File: src/rtl/timer_ctrl.sv
// MM:SS countdown timer controller: set digits with buttons, count down on a
// one-second timebase, then hold an alarm for ALARM_TICKS seconds.
module timer_ctrl #(
    parameter int ALARM_TICKS   = 10,
    parameter bit TICK_IS_LEVEL = 1'b0
) (
    input  logic        clk,
    input  logic        reset,
    input  logic        tick_1hz,
    input  logic        btn_start,
    input  logic        btn_inc,
    input  logic        btn_mode,
    output logic [15:0] digits,
    output logic [2:0]  state,
    output logic        running,
    output logic        alarm
);

    localparam int CNT_W = $clog2(ALARM_TICKS + 2);

    typedef enum logic [2:0] {
        S_IDLE  = 3'd0,
        S_SET   = 3'd1,
        S_RUN   = 3'd2,
        S_PAUSE = 3'd3,
        S_ALARM = 3'd4
    } state_t;

    state_t             state_q, state_d;
    logic [15:0]        digits_q, digits_d;
    logic [CNT_W-1:0]   cnt_q, cnt_d, cnt_inc;
    logic               tick_prev_q;
    logic               running_q, alarm_q;
    logic               tick_ev;
    logic               any_btn;
    logic [15:0]        dec_val;

    function automatic logic [15:0] bcd_inc(input logic [15:0] d);
        logic [3:0] s1, s10, m1, m10;
        s1  = d[3:0];
        s10 = d[7:4];
        m1  = d[11:8];
        m10 = d[15:12];
        if (s1 != 4'd9) begin
            s1 = s1 + 4'd1;
        end else begin
            s1 = 4'd0;
            if (s10 != 4'd5) begin
                s10 = s10 + 4'd1;
            end else begin
                s10 = 4'd0;
                if (m1 != 4'd9) begin
                    m1 = m1 + 4'd1;
                end else begin
                    m1  = 4'd0;
                    m10 = (m10 == 4'd5) ? 4'd0 : m10 + 4'd1;
                end
            end
        end
        return {m10, m1, s10, s1};
    endfunction

    // Caller guarantees d != 00:00, so the minute-tens borrow never underflows.
    function automatic logic [15:0] bcd_dec(input logic [15:0] d);
        logic [3:0] s1, s10, m1, m10;
        s1  = d[3:0];
        s10 = d[7:4];
        m1  = d[11:8];
        m10 = d[15:12];
        if (s1 != 4'd0) begin
            s1 = s1 - 4'd1;
        end else begin
            s1 = 4'd9;
            if (s10 != 4'd0) begin
                s10 = s10 - 4'd1;
            end else begin
                s10 = 4'd5;
                if (m1 != 4'd0) begin
                    m1 = m1 - 4'd1;
                end else begin
                    m1  = 4'd9;
                    m10 = (m10 == 4'd0) ? 4'd0 : m10 - 4'd1;
                end
            end
        end
        return {m10, m1, s10, s1};
    endfunction

    assign tick_ev = TICK_IS_LEVEL ? (tick_1hz & ~tick_prev_q) : tick_1hz;
    assign any_btn = btn_start | btn_mode | btn_inc;
    assign cnt_inc = cnt_q + CNT_W'(1);
    assign dec_val = bcd_dec(digits_q);

    always_comb begin
        state_d  = state_q;
        digits_d = digits_q;
        cnt_d    = cnt_q;
        case (state_q)
            S_IDLE: begin
                if (btn_start) begin
                    if (digits_q != 16'h0000) state_d = S_RUN;
                end else if (btn_mode) begin
                    state_d = S_SET;
                end
            end
            S_SET: begin
                if (btn_start) begin
                    if (digits_q != 16'h0000) state_d = S_RUN;
                end else if (btn_mode) begin
                    state_d = S_IDLE;
                end else if (btn_inc) begin
                    digits_d = bcd_inc(digits_q);
                end
            end
            S_RUN: begin
                // A start pulse wins over a coincident tick: pause without decrement.
                if (btn_start) begin
                    state_d = S_PAUSE;
                end else if (tick_ev) begin
                    if (digits_q == 16'h0000 || dec_val == 16'h0000) begin
                        digits_d = 16'h0000;
                        state_d  = S_ALARM;
                        cnt_d    = '0;
                    end else begin
                        digits_d = dec_val;
                    end
                end
            end
            S_PAUSE: begin
                if (btn_start) begin
                    state_d = (digits_q != 16'h0000) ? S_RUN : S_IDLE;
                end else if (btn_mode) begin
                    state_d  = S_IDLE;
                    digits_d = 16'h0000;
                end
            end
            S_ALARM: begin
                digits_d = 16'h0000;
                if (any_btn) begin
                    state_d = S_IDLE;
                    cnt_d   = '0;
                end else if (tick_ev) begin
                    if (cnt_inc >= CNT_W'(ALARM_TICKS)) begin
                        state_d = S_IDLE;
                        cnt_d   = '0;
                    end else begin
                        cnt_d = cnt_inc;
                    end
                end
            end
            default: begin
                state_d  = S_IDLE;
                digits_d = 16'h0000;
                cnt_d    = '0;
            end
        endcase
    end

    always_ff @(posedge clk or negedge reset) begin
        if (!reset) begin
            state_q     <= S_IDLE;
            digits_q    <= 16'h0000;
            cnt_q       <= '0;
            tick_prev_q <= 1'b0;
            running_q   <= 1'b0;
            alarm_q     <= 1'b0;
        end else begin
            state_q     <= state_d;
            digits_q    <= digits_d;
            cnt_q       <= cnt_d;
            tick_prev_q <= tick_1hz;
            running_q   <= (state_d == S_RUN);
            alarm_q     <= (state_d == S_ALARM);
        end
    end

    assign digits  = digits_q;
    assign state   = state_q;
    assign running = running_q;
    assign alarm   = alarm_q;

endmodule

File: config.mk
export PLATFORM = sky130hd
export DESIGN_NAME = timer_ctrl
export DESIGN_NICKNAME = d
export VERILOG_FILES = /design/src/rtl/timer_ctrl.sv
export SDC_FILE = /design/constraint.sdc
export NUM_CORES = 1
export LEC_CHECK = 0
export ABC_AREA = 1
export ABC_CLOCK_PERIOD_IN_PS = 3000
export BUFFER_PORTS_ARGS = -buffer_cell sky130_fd_sc_hd__buf_2
export CORE_UTILIZATION = 50
export CTS_BUF_LIST = sky130_fd_sc_hd__clkbuf_8 sky130_fd_sc_hd__clkbuf_16
export DETAILED_ROUTE_END_ITERATION = 12
export GPL_TIMING_DRIVEN = 0
export PLACE_DENSITY = 0.82
export SETUP_SLACK_MARGIN = 0.4
export SLEW_MARGIN = 25
export SYNTH_ARGS = -nofsm -noshare
export SYNTH_HDL_FRONTEND = slang
export SYNTH_SLANG_ARGS = --single-unit
File: constraint.sdc
create_clock -name clk -period 3 [get_ports clk]
set_clock_uncertainty 0.15 [all_clocks]
set_input_delay 0.3 -clock clk [delete_from_list [all_inputs] [get_ports clk]]
set_output_delay 0.3 -clock clk [all_outputs]
set_load 0.05 [all_outputs]
* Word level (Yosys, flattened, before mapping) *
Cells that the tools add are included.

storage, ports and cells
  bits in registers = 25
  input port bits = 6
  output and inout port bits = 21
  logic and storage cells = 109

operators by class
  $add $sub $neg = 9
  order comparisons = 1
  eq/ne operators = 22
  multiplexer cells = 50
  bitwise gates (word level) = 4
  reduce and logical (&&, ||, !) cells = 15

operators with widths
  operator               count
  $mux W16               8
  $mux W4                26
  $pmux W16 S4           1
  $mux W3                12
  $logic_not A16 Y1      2
  $ne A2 B2 Y1 const B   11
  $add A4 B1 Y4 const B  5
  $reduce_bool A16 Y1    1
  $sub A4 B1 Y4 const B  4
  $pmux W3 S5            1
  $pmux W4 S3            1
  $reduce_bool A4 Y1     3
  $reduce_and A11 Y1     1
  $reduce_and A10 Y1     1
  $eq A3 B2 Y1 const B   3
  $reduce_and A9 Y1      1
  $ne A4 B4 Y1 const B   2
  $reduce_and A8 Y1      1
  $eq A3 B3 Y1 const B   2
  $reduce_and A5 Y1      1
  $eq A4 B3 Y1 const B   1
  $ge A4 B4 Y1 const B   1
  $logic_not A4 Y1       1
  $ne A4 B3 Y1 const B   1
  other kinds (8)        10

* Longest topological paths before layout *
Gate-level depths: netlist of run 1.

  depth after elaboration = 12
  depth in mapped cells = 15
  gate-level depth less buffers = 15

* Worst setup path before layout of run 1 *
No wires, ideal clock.

  path kind = register -> register
  start = register digits_q[8], in the netlist digits[8]
  end = register cnt_q[0]
  setup time = 0.118 ns
  data arrival time = 2.277 ns
  data required time = 2.732 ns
  slack = 0.455 ns
  cell stages (with the launch flop) = 15
  buffers on the path = 0
  period minus slack after synthesis = 2.545 ns
  cells stage by stage = dfrtp_1 > inv_1 > ha_1 > nand3_1 > inv_1 > nor2_1 > nand2_1 > nand2_1 > nand3_1 > nor2_1 > nand3_4 > nand3_4 > nand2_4 > nand2_1 > o21ai_2

on the way
  cells in the longest elaborated chain, start to end = 8
  elaborated cells on any way between the ends = 13
  those cells by class = add/sub: 1; eq/ne: 1; mux: 6; reduce/logical: 5

ends and longest elaborated chain
  item                                                 line    source
  start: declaration                                   30      logic [15:0] digits_q, digits_d;
  start signal: assignment                             169     digits_q <= digits_d;
  $sub A4 B1 Y4 or $reduce_bool A4 Y1 (tied branches)  79, 78
  $mux W4                                              78      if (m1 != 4'd0) begin
  $mux W4                                              74      if (s10 != 4'd0) begin
  $mux W4                                              70      if (s1 != 4'd0) begin
  $logic_not A16 Y1                                    120     if (digits_q == 16'h0000 || dec_val == 16'h0000) begin
  $logic_or A1 B1 Y1 *                                 120
  $ne A2 B2 Y1 (no line) *                             -
  $reduce_and A5 Y1 (no line) *                        -
  end signal: assignment                               170     cnt_q <= cnt_d;
  end: declaration                                     31      logic [CNT_W-1:0] cnt_q, cnt_d, cnt_inc;

Every way passes the cells marked *; elsewhere a longest branch is shown, timed or not.
A chain may end at the register's enable or synchronous reset.

* Final worst setup path of run 1 *
  start = register digits_q[4], in the netlist digits[4]
  end = register cnt_q[3]

on the way
  cells in the longest elaborated chain, start to end = 7
  elaborated cells on any way between the ends = 13
  those cells by class = add/sub: 1; eq/ne: 1; mux: 6; reduce/logical: 5

ends and longest elaborated chain
  item                                                 line
  $sub A4 B1 Y4 or $reduce_bool A4 Y1 (tied branches)  75, 74
  $mux W4                                              74
  $mux W4                                              70
  $logic_not A16 Y1                                    120
  $logic_or A1 B1 Y1 *                                 120
  $ne A2 B2 Y1 (no line) *                             -
  $reduce_and A5 Y1 (no line) *                        -

Marks and branches as above.

==> results of run 1 <==
routing by layer:
metal  track usage [%]  wire (µm)  up-vias
li1                  -          -     1102
met1              30.1       2300      986
met2              37.0       2330       44
met3              3.00        143        7
met4              7.03         52        0
met5                 0          0        -
registers in the layout, indices dropped and copies added, names as in the netlist:
register  count
cnt_q         4
state         3
alarm         1
digits       16
running       1
power groups by stage:
stage	clock (µW)	combinational (µW)	sequential (µW)
2_1_floorplan	0	1410	884
3_3_place_gp	0	2110	573
3_5_place_dp	0	2140	577
4_1_cts	215	2160	571
5_1_grt	227	2460	593
6_report	209	2210	573
repair_timing:
action                                  4_1_cts  5_1_grt
hold buffers                                  1        0
endpoints found under the setup margin        0       12
hold endpoints to repair                     25        0
buffers inserted                              0        1
resized for setup                             0        6
synth_stat cells (all sizes together):
cell type  number  area (µm²)
a21oi           4        23.8
a22oi           1        7.51
a31oi           1        6.26
buf             2        12.5
clkinv          1        3.75
dfrtp          25         626
ha             14         175
inv            46         173
nand2         101         404
nand3          24         170
nand4           8        50.1
nor2           36         184
nor3            4        20.0
nor4            1        6.26
o211ai          2        15.0
o21a            1        7.51
o21ai          32         175
o22ai           7        43.8
o31ai           1        7.51
xnor2           5        43.8
xor2            5        43.8
cell families after synthesis:
kind of cell	count (synthesis)	synth area share, %
AOI/OAI and AO/OA	49	13.0
and+or+nand+nor	174	38.0
adders and majority gates	14	7.97
buffers and inverters	49	8.59
xor gates and xnor gates	10	3.98
DFF	25	28.5
through the flow:
stage,hold WS (ps),cells,worst slack (ps)
after floorplan,-146,321,455
after global placement,188,397,508
after detailed placement,192,397,500
after CTS,171,402,487
after global routing,187,403,399
final,177,403,587
area by class of cell:
class                           count  area (µm²)  share of cell area (%)
Buffer                              2        12.5                   0.505
Clock buffer                        3        41.3                    1.67
Clock inverter                      1        7.51                   0.303
Inverter                           47         176                    7.12
Multi-Input combinational cell    247        1400                    56.6
Sequential cell                    25         628                    25.4
Tap cell                           50        62.6                    2.53
Timing Repair Buffer               28         148                    5.96
worst paths after layout:
| kind | depth (start not counted) | to | startpoint | slack [ps] |
|---|---|---|---|---|
| worst max-delay path | 14 | cnt_q[3]$_DFFE_PN0P_ | digits[4]$_DFFE_PN0P_ | 590 |
| worst max register to register | 14 | cnt_q[3]$_DFFE_PN0P_ | digits[4]$_DFFE_PN0P_ | 590 |
| min in group asynchronous | 2 | digits[10]$_DFFE_PN0P_ | reset | 400 |
| max in group asynchronous | 2 | digits[0]$_DFFE_PN0P_ | reset | 1890 |
| worst min-delay path | 3 | alarm$_DFF_PN0_ | tick_1hz | 180 |
| worst min register to register | 2 | cnt_q[3]$_DFFE_PN0P_ | cnt_q[3]$_DFFE_PN0P_ | 370 |
critical path: cells and delay by family (launching register included):
kind            cells  cell delay, ps
buf+inv             2             200
simple gates       10            1210
fa+ha+maj           1             280
compound gates      1              50
flops               1             440
==> flow_summary.toml, run 1 <==
[synthesis]
syn_inst = 321
synthesis.area_um2 = 2200
seq_area_frac_synth_pct = 28.5
ys_types = 32
syn_area_per_cell_um2 = 6.85
ys_ff_latch = 25
synth_warnings = 0
syn_nets = 341

[cts]
tritoncts = "done"
worstSkewPairLatency_ps = 270
clkTransAtPathRegs_ps = 90
clk_path_buf_depth = 2
numClockSinks = 25
clock-root-buffer = "clkbuf_8"
h-tree-depth = 1
cts_buffers = 3

[placement]
dpl_cell_area_um2 = 2390
port_buffers = 26
routabilityCongestion = 0.943
dp_hpwl_um = 3570

[pwr]
combinationalPowerShare_pct = 73.8
p_switching_uw = 1800
pwr-share-seq_pct = 19.2
vdd_drop_max_mv = 0.620
p_int_uw = 1190
total_power_uw = 2990
cellLeakagePower_uw = 0.00132
clkPwrFrac_pct = 7.0
p_per_area_nw_per_um2 = 1210
swShare_pct = 60.1

[outcome]
status = "finished, final reports clean"

[layout]
design_area_um2 = 2480
fin_util_pct = 60.2
areaGrowthSynthToFinish_pct = 12.7
layout-drive-gt1-share_pct = 17.8
n_antenna_cell = 0
nFillCells = 378
final_common_cell = "nand2_1"
final_cell_mix = "nand2_1 (97), inv_1 (40), nor2_1 (28)"
finalNetCount = 374

[floorplan]
die_area_um2 = 4670
core_area_um2 = 4120
die_height_um = 68.3
ioPinCount = 27
die_w_um = 68.3
rows = 23
initial_core_util_pct = 53.4

[global_routing]
overflow = 0
antenna_found_initial = 0
grt_use_total_pct = 22.5
grt_max_degree = 26
grt_pass1_wl_um = 8030
first_global_vias = 1882

[critical_path]
critPathLaunchType = "register"
critPathSlowestCell = "dfrtp_2"
worstPathMaxFanout = 8
critical-path-max-stage-delay_ps = 440
crit_arrival_ps = 2440
crit_path_end_kind = "register"
cpMostUsedCell = "nand3_4"
cp.required_ps = 3030
path_cells = "inv_1 -> ha_1 -> nand3_4 -> inv_1 -> nand2_4 -> nand2_1 -> nor2_1 -> nand3_1 -> nor2_1 -> nand3_4 -> nand3_4 -> nand2_4 -> nand2_1 -> o21ai_2"
worstSetupPathType = "reg -> reg"

[timing]
drv_slew = 0
period_share_pct = 80.4
hold_violations = 0
worst_slew_pin_slew_ps = 572
relSlewSlack_pct = 61.8
rsz0062_at_grt = "yes"
final-setup-viol-count = 0
layout_min_cycle_time_ps = 2410
fin_setup_tns_ps = 0
max_freq_mhz = 414

[detailed_routing]
drt-total-wl_um = 4830
drt-vias-per-instance = 5.31
ant_nets = 0
drc = 0
vias = 2139
wl_per_cell_um = 12.0
first_iter_violations = 164
drt_pre_antenna_iters = 4

[hold_path]
min_path_type = "in -> reg"

[flow_run]
maxCapViolations = 0
Note: power is estimated with default switching activity, not from simulation.
==> run 2, diff against run 1 <==
--- a/config.mk
+++ b/config.mk
@@ -6,7 +6,7 @@
 export NUM_CORES = 1
 export LEC_CHECK = 0
 export ABC_AREA = 1
-export ABC_CLOCK_PERIOD_IN_PS = 3000
+export ABC_CLOCK_PERIOD_IN_PS = 2300
 export BUFFER_PORTS_ARGS = -buffer_cell sky130_fd_sc_hd__buf_2
 export CORE_UTILIZATION = 50
 export CTS_BUF_LIST = sky130_fd_sc_hd__clkbuf_8 sky130_fd_sc_hd__clkbuf_16
==> constraint.sdc (replaced) <==
create_clock -name clk -period 2.3 [get_ports clk]
set_clock_uncertainty 0.15 [all_clocks]
set_input_delay 0.23 -clock clk [delete_from_list [all_inputs] [get_ports clk]]
set_output_delay 0.23 -clock clk [all_outputs]
set_load 0.05 [all_outputs]
==> flow_summary.toml, run 2 (synthesis gave the netlist of run 1 again) <==
[outcome]
status = "finished, final reports clean"

[floorplan]
die_height_um = 68.3
rows = 23
die_w_um = 68.3
initial_core_util_pct = 53.4
ioPinCount = 27
core_area_um2 = 4120
die_area_um2 = 4670

[placement]
dp_hpwl_um = 3830
routabilityCongestion = 0.927
port_buffers = 26

[layout]
layout-drive-gt1-share_pct = 42.2
final_common_cell = "nand2_1"
n_antenna_cell = 0
finalNetCount = 419
nFillCells = 284
largest_reg_flops = 16
final_cell_mix = "nand2_1 (84), buf_4 (41), inv_1 (27)"
areaGrowthSynthToFinish_pct = 41.1

[cts]
clk_path_buf_depth = 2
h-tree-depth = 1
clkTransAtPathRegs_ps = 100
cts_buffers = 3
numClockSinks = 25
worstSkewPairLatency_ps = 280
clock-root-buffer = "clkbuf_8"
tritoncts = "done"

[timing]
rsz0062_at_grt = "yes"
period_share_pct = 99.9
holdWs_ps = 133
hold_violations = 0
final-setup-viol-count = 0
layout_min_cycle_time_ps = 2300
drv_slew = 0
max_freq_mhz = 435
worst_slew_pin_slew_ps = 805
relSlewSlack_pct = 45.8

[hold_path]
min_path_type = "in -> reg"

[detailed_routing]
drt-vias-per-instance = 5.69
drc = 0
first_iter_violations = 144
wl_per_cell_um = 15.1
vias = 2547
drt_pre_antenna_iters = 5
drt-total-wl_um = 6770
ant_nets = 0

[global_routing]
use_met2_pct = 45.8
overflow = 0
met1_usage_pct = 30.3
first_global_vias = 2137
grt_max_degree = 26
antenna_found_initial = 0
grt_use_total_pct = 25.3
met3_usage_pct = 2.67
top_usage_layer = "met2"
grt_pass1_wl_um = 8910

[critical_path]
critPathLaunchType = "register"
crit_arrival_ps = 2320
worstSetupPathType = "reg -> reg"
worstPathMaxFanout = 8
cp.required_ps = 2320
crit_path_end_kind = "register"

[flow_run]
maxCapViolations = 0
-- run 2: timing repair --
item / in CTS / in global routing
endpoints found under the hold margin: 25 / 0
cloned: 0 / 2
pin swaps: 11 / 31
gates resized for setup: 9 / 57
setup buffers: 15 / 29
hold buffers: 1 / 0
setup endpoints to repair: 23 / 25
-- run 2: worst max-delay path: stages, from the launching register on --
cell and delay [ps]:
dfrtp_2 430, inv_4 60, ha_4 170, buf_4 140
inv_1 60, nor2_1 40, o21ai_0 170, nand2_1 110
inv_1 120, nand3_2 110, nor2_4 110, nand3_4 120
nand3_4 130, nand2_8 110, nand2_4 110, o21ai_2 50
-- run 2: cell type report --
type                            count  area (µm²)  share of cell area, %
Timing Repair inverter              1        5.00                  0.161
Timing Repair Buffer               71         498                   16.1
Clock inverter                      1        5.00                  0.161
Clock buffer                        3        41.3                   1.33
Buffer                              2        15.0                  0.484
Tap cell                           50        62.6                   2.02
Sequential cell                    25         641                   20.7
Inverter                           47         198                   6.37
Multi-Input combinational cell    248        1640                   52.8
-- run 2: final timing paths --
kind                       slack, ps  depth (start not counted)                    end             startpoint
hold reg to reg                  410                          2   cnt_q[2]$_DFFE_PN0P_   cnt_q[2]$_DFFE_PN0P_
setup / recovery                   2                         15   cnt_q[1]$_DFFE_PN0P_  digits[5]$_DFFE_PN0P_
min in group asynchronous        330                          2  digits[2]$_DFFE_PN0P_                  reset
max in group asynchronous       1230                          2     state[2]$_DFF_PN0_                  reset
setup reg to reg                   2                         15   cnt_q[1]$_DFFE_PN0P_  digits[5]$_DFFE_PN0P_
hold / removal                   130                          3     state[2]$_DFF_PN0_               tick_1hz
-- run 2: metal layers --
| layer | vias up | share of wire [%] | routed length (µm) |
|---|---|---|---|
| met2 | 106 | 51 | 3470 |
| met3 | 24 | 5.7 | 387 |
| li1 | 1204 | - | - |
| met4 | 0 | 3.4 | 227 |
| met5 | - | 0 | 0 |
| met1 | 1213 | 40 | 2680 |
-- run 2: metrics by stage --
step | instances | worst slack, ps | util, % | area (µm²) | TNS (ps)
after floorplan | 321 | 94.0 | - | 2270 | 0
after global placement | 397 | 12.3 | 59.9 | 2460 | 0
after detailed placement | 397 | -25.3 | 59.9 | 2460 | -61.7
after CTS | 417 | 64.2 | 64.7 | 2660 | 0
after global routing | 448 | -114 | 75.4 | 3100 | -731
final | 448 | 2.43 | 75.4 | 3100 | 0
Power of run 2 is left out: the tool's default activity adds up to more than one toggle a clock period on the data nets, which glitch-free logic cannot reach.
==> run 3, diff against run 2 <==
--- a/config.mk
+++ b/config.mk
@@ -12,7 +12,7 @@
 export CTS_BUF_LIST = sky130_fd_sc_hd__clkbuf_8 sky130_fd_sc_hd__clkbuf_16
 export DETAILED_ROUTE_END_ITERATION = 12
 export GPL_TIMING_DRIVEN = 0
-export PLACE_DENSITY = 0.82
+export PLACE_DENSITY = 0.7
 export SETUP_SLACK_MARGIN = 0.4
 export SLEW_MARGIN = 25
 export SYNTH_ARGS = -nofsm -noshare
==> flow_summary.toml, run 3 (synthesis gave the netlist of run 1 again) <==
[outcome]
status = "finished, final reports clean"

[floorplan]
die_area_um2 = 4670
ioPinCount = 27
die_w_um = 68.3
rows = 23
initial_core_util_pct = 53.4
die_height_um = 68.3
core_area_um2 = 4120

[placement]
dp_cells = 397
dpl_cell_area_um2 = 2460
port_buffers = 26
dp_hpwl_um = 3770
routabilityCongestion = 0.925

[layout]
finalNetCount = 422
design_area_um2 = 3120
n_antenna_cell = 0
layout-drive-gt1-share_pct = 44.1
fin_util_pct = 75.9
layoutNonFillerInstCount = 451
final_common_cell = "nand2_1"
nFillCells = 311
largest_reg_flops = 16
areaGrowthSynthToFinish_pct = 42.1
final_cell_mix = "nand2_1 (81), buf_4 (43), inv_1 (27)"

[detailed_routing]
first_iter_violations = 191
wl_per_cell_um = 13.8
drc = 0
drt_pre_antenna_iters = 4
ant_nets = 0
drt-vias-per-instance = 5.37
vias = 2421
drt-total-wl_um = 6220

[timing]
worst_slew_pin_slew_ps = 818
rsz0062_at_grt = "yes"
layout_min_cycle_time_ps = 2230
final-setup-viol-count = 0
hold_violations = 0
drv_slew = 0
relSlewSlack_pct = 45.0
holdWs_ps = 138
period_share_pct = 97.2
max_freq_mhz = 447

[flow_run]
maxCapViolations = 0

[global_routing]
first_global_vias = 1962
grt_pass1_wl_um = 8820
grt_use_total_pct = 25.0
grt_max_degree = 26
overflow = 0
antenna_found_initial = 0

[cts]
numClockSinks = 25
clk_path_buf_depth = 2
h-tree-depth = 1
clkTransAtPathRegs_ps = 100
clock-root-buffer = "clkbuf_8"
worstSkewPairLatency_ps = 270
tritoncts = "done"
cts_buffers = 3

[critical_path]
cp.required_ps = 2320
worstSetupPathType = "reg -> reg"
ff2ff_setup_slack_ps = 70
cpLargestDelayFamily = "simple AND/OR/NAND/NOR gates"
path_cells = "inv_4 -> ha_4 -> nand2_4 -> nor2_4 -> nor2_1 -> a21oi_2 -> nand3_2 -> nor2_2 -> nand3_4 -> nand3_4 -> nand2_8 -> nand2_2 -> o21ai_2"
crit_arrival_ps = 2250
crit_path_end_kind = "register"
critPathSlowestCell = "dfrtp_2"
worstPathMaxFanout = 8
critPathLaunchType = "register"
cpMostUsedCell = "nand3_4"
path_buf_inv = 1
critical-path-max-stage-delay_ps = 440

[hold_path]
min_path_type = "in -> reg"
## run 3: cell count changes in the layout (fill, tap and decap cells not counted), sizes merged
cell | before | now
inv | 45 | 46
buf | 72 | 75
clkinv | 3 | 2
## run 3: worst paths after layout
kind                       cells past startpoint               endpoint             startpoint
max in group asynchronous                      2     state[2]$_DFF_PN0_                  reset
min                                            3     state[2]$_DFF_PN0_               tick_1hz
min reg2reg                                    2   cnt_q[2]$_DFFE_PN0P_   cnt_q[2]$_DFFE_PN0P_
min in group asynchronous                      2  digits[5]$_DFFE_PN0P_                  reset
max reg2reg                                   13   cnt_q[2]$_DFFE_PN0P_  digits[1]$_DFFE_PN0P_
max                                           13   cnt_q[2]$_DFFE_PN0P_  digits[1]$_DFFE_PN0P_
## run 3: through the flow
| stage | setup slack, ps | TNS, ps |
|---|---|---|
| finish | 65.1 | 0 |
| global placement | -32.7 | -116 |
| CTS | 55.3 | 0 |
| floorplan | 94.0 | 0 |
| detailed placement | -40.3 | -131 |
| global route | -105 | -709 |
## run 3: worst reg2reg max path, delay by kind of cell, from the launching register on
family	cells	cell delay, ps
AO/OA/AOI/OAI	2	210
adder cells (fa/ha/maj)	1	170
buffers and inverters	1	80
flip-flops	1	440
AND/OR/NAND/NOR	9	1070
## run 3: area by class of cell
class	count	area (µm²)	share of cell area, %
Timing Repair Buffer	74	515	16.5
Clock buffer	3	41.3	1.32
Multi-Input combinational cell	248	1640	52.6
Clock inverter	1	3.75	0.120
Buffer	2	15.0	0.481
Tap cell	50	62.6	2.00
Inverter	47	198	6.33
Sequential cell	25	641	20.5
Timing Repair inverter	1	5.00	0.160
## run 3: what timing repair did
action,in CTS,in global routing
setup endpoints to repair,23,25
endpoints found under the hold margin,25,0
cloned,0,2
hold buffers,1,0
setup buffers,16,31
pin swaps,13,30
gates resized for setup,12,68
## run 3: layer usage
layer / GRT usage, % / wire [µm] / vias to the layer above / part of all wire [%]
li1: - / - / 1212 / -
met1: 33.0 / 2700 / 1132 / 43
met2: 43.4 / 3140 / 69 / 50
met3: 2.17 / 300 / 8 / 4.8
met4: 6.51 / 78 / 0 / 1.3
met5: 0 / 0 / - / 0
Power of run 3 is left out for the same reason.
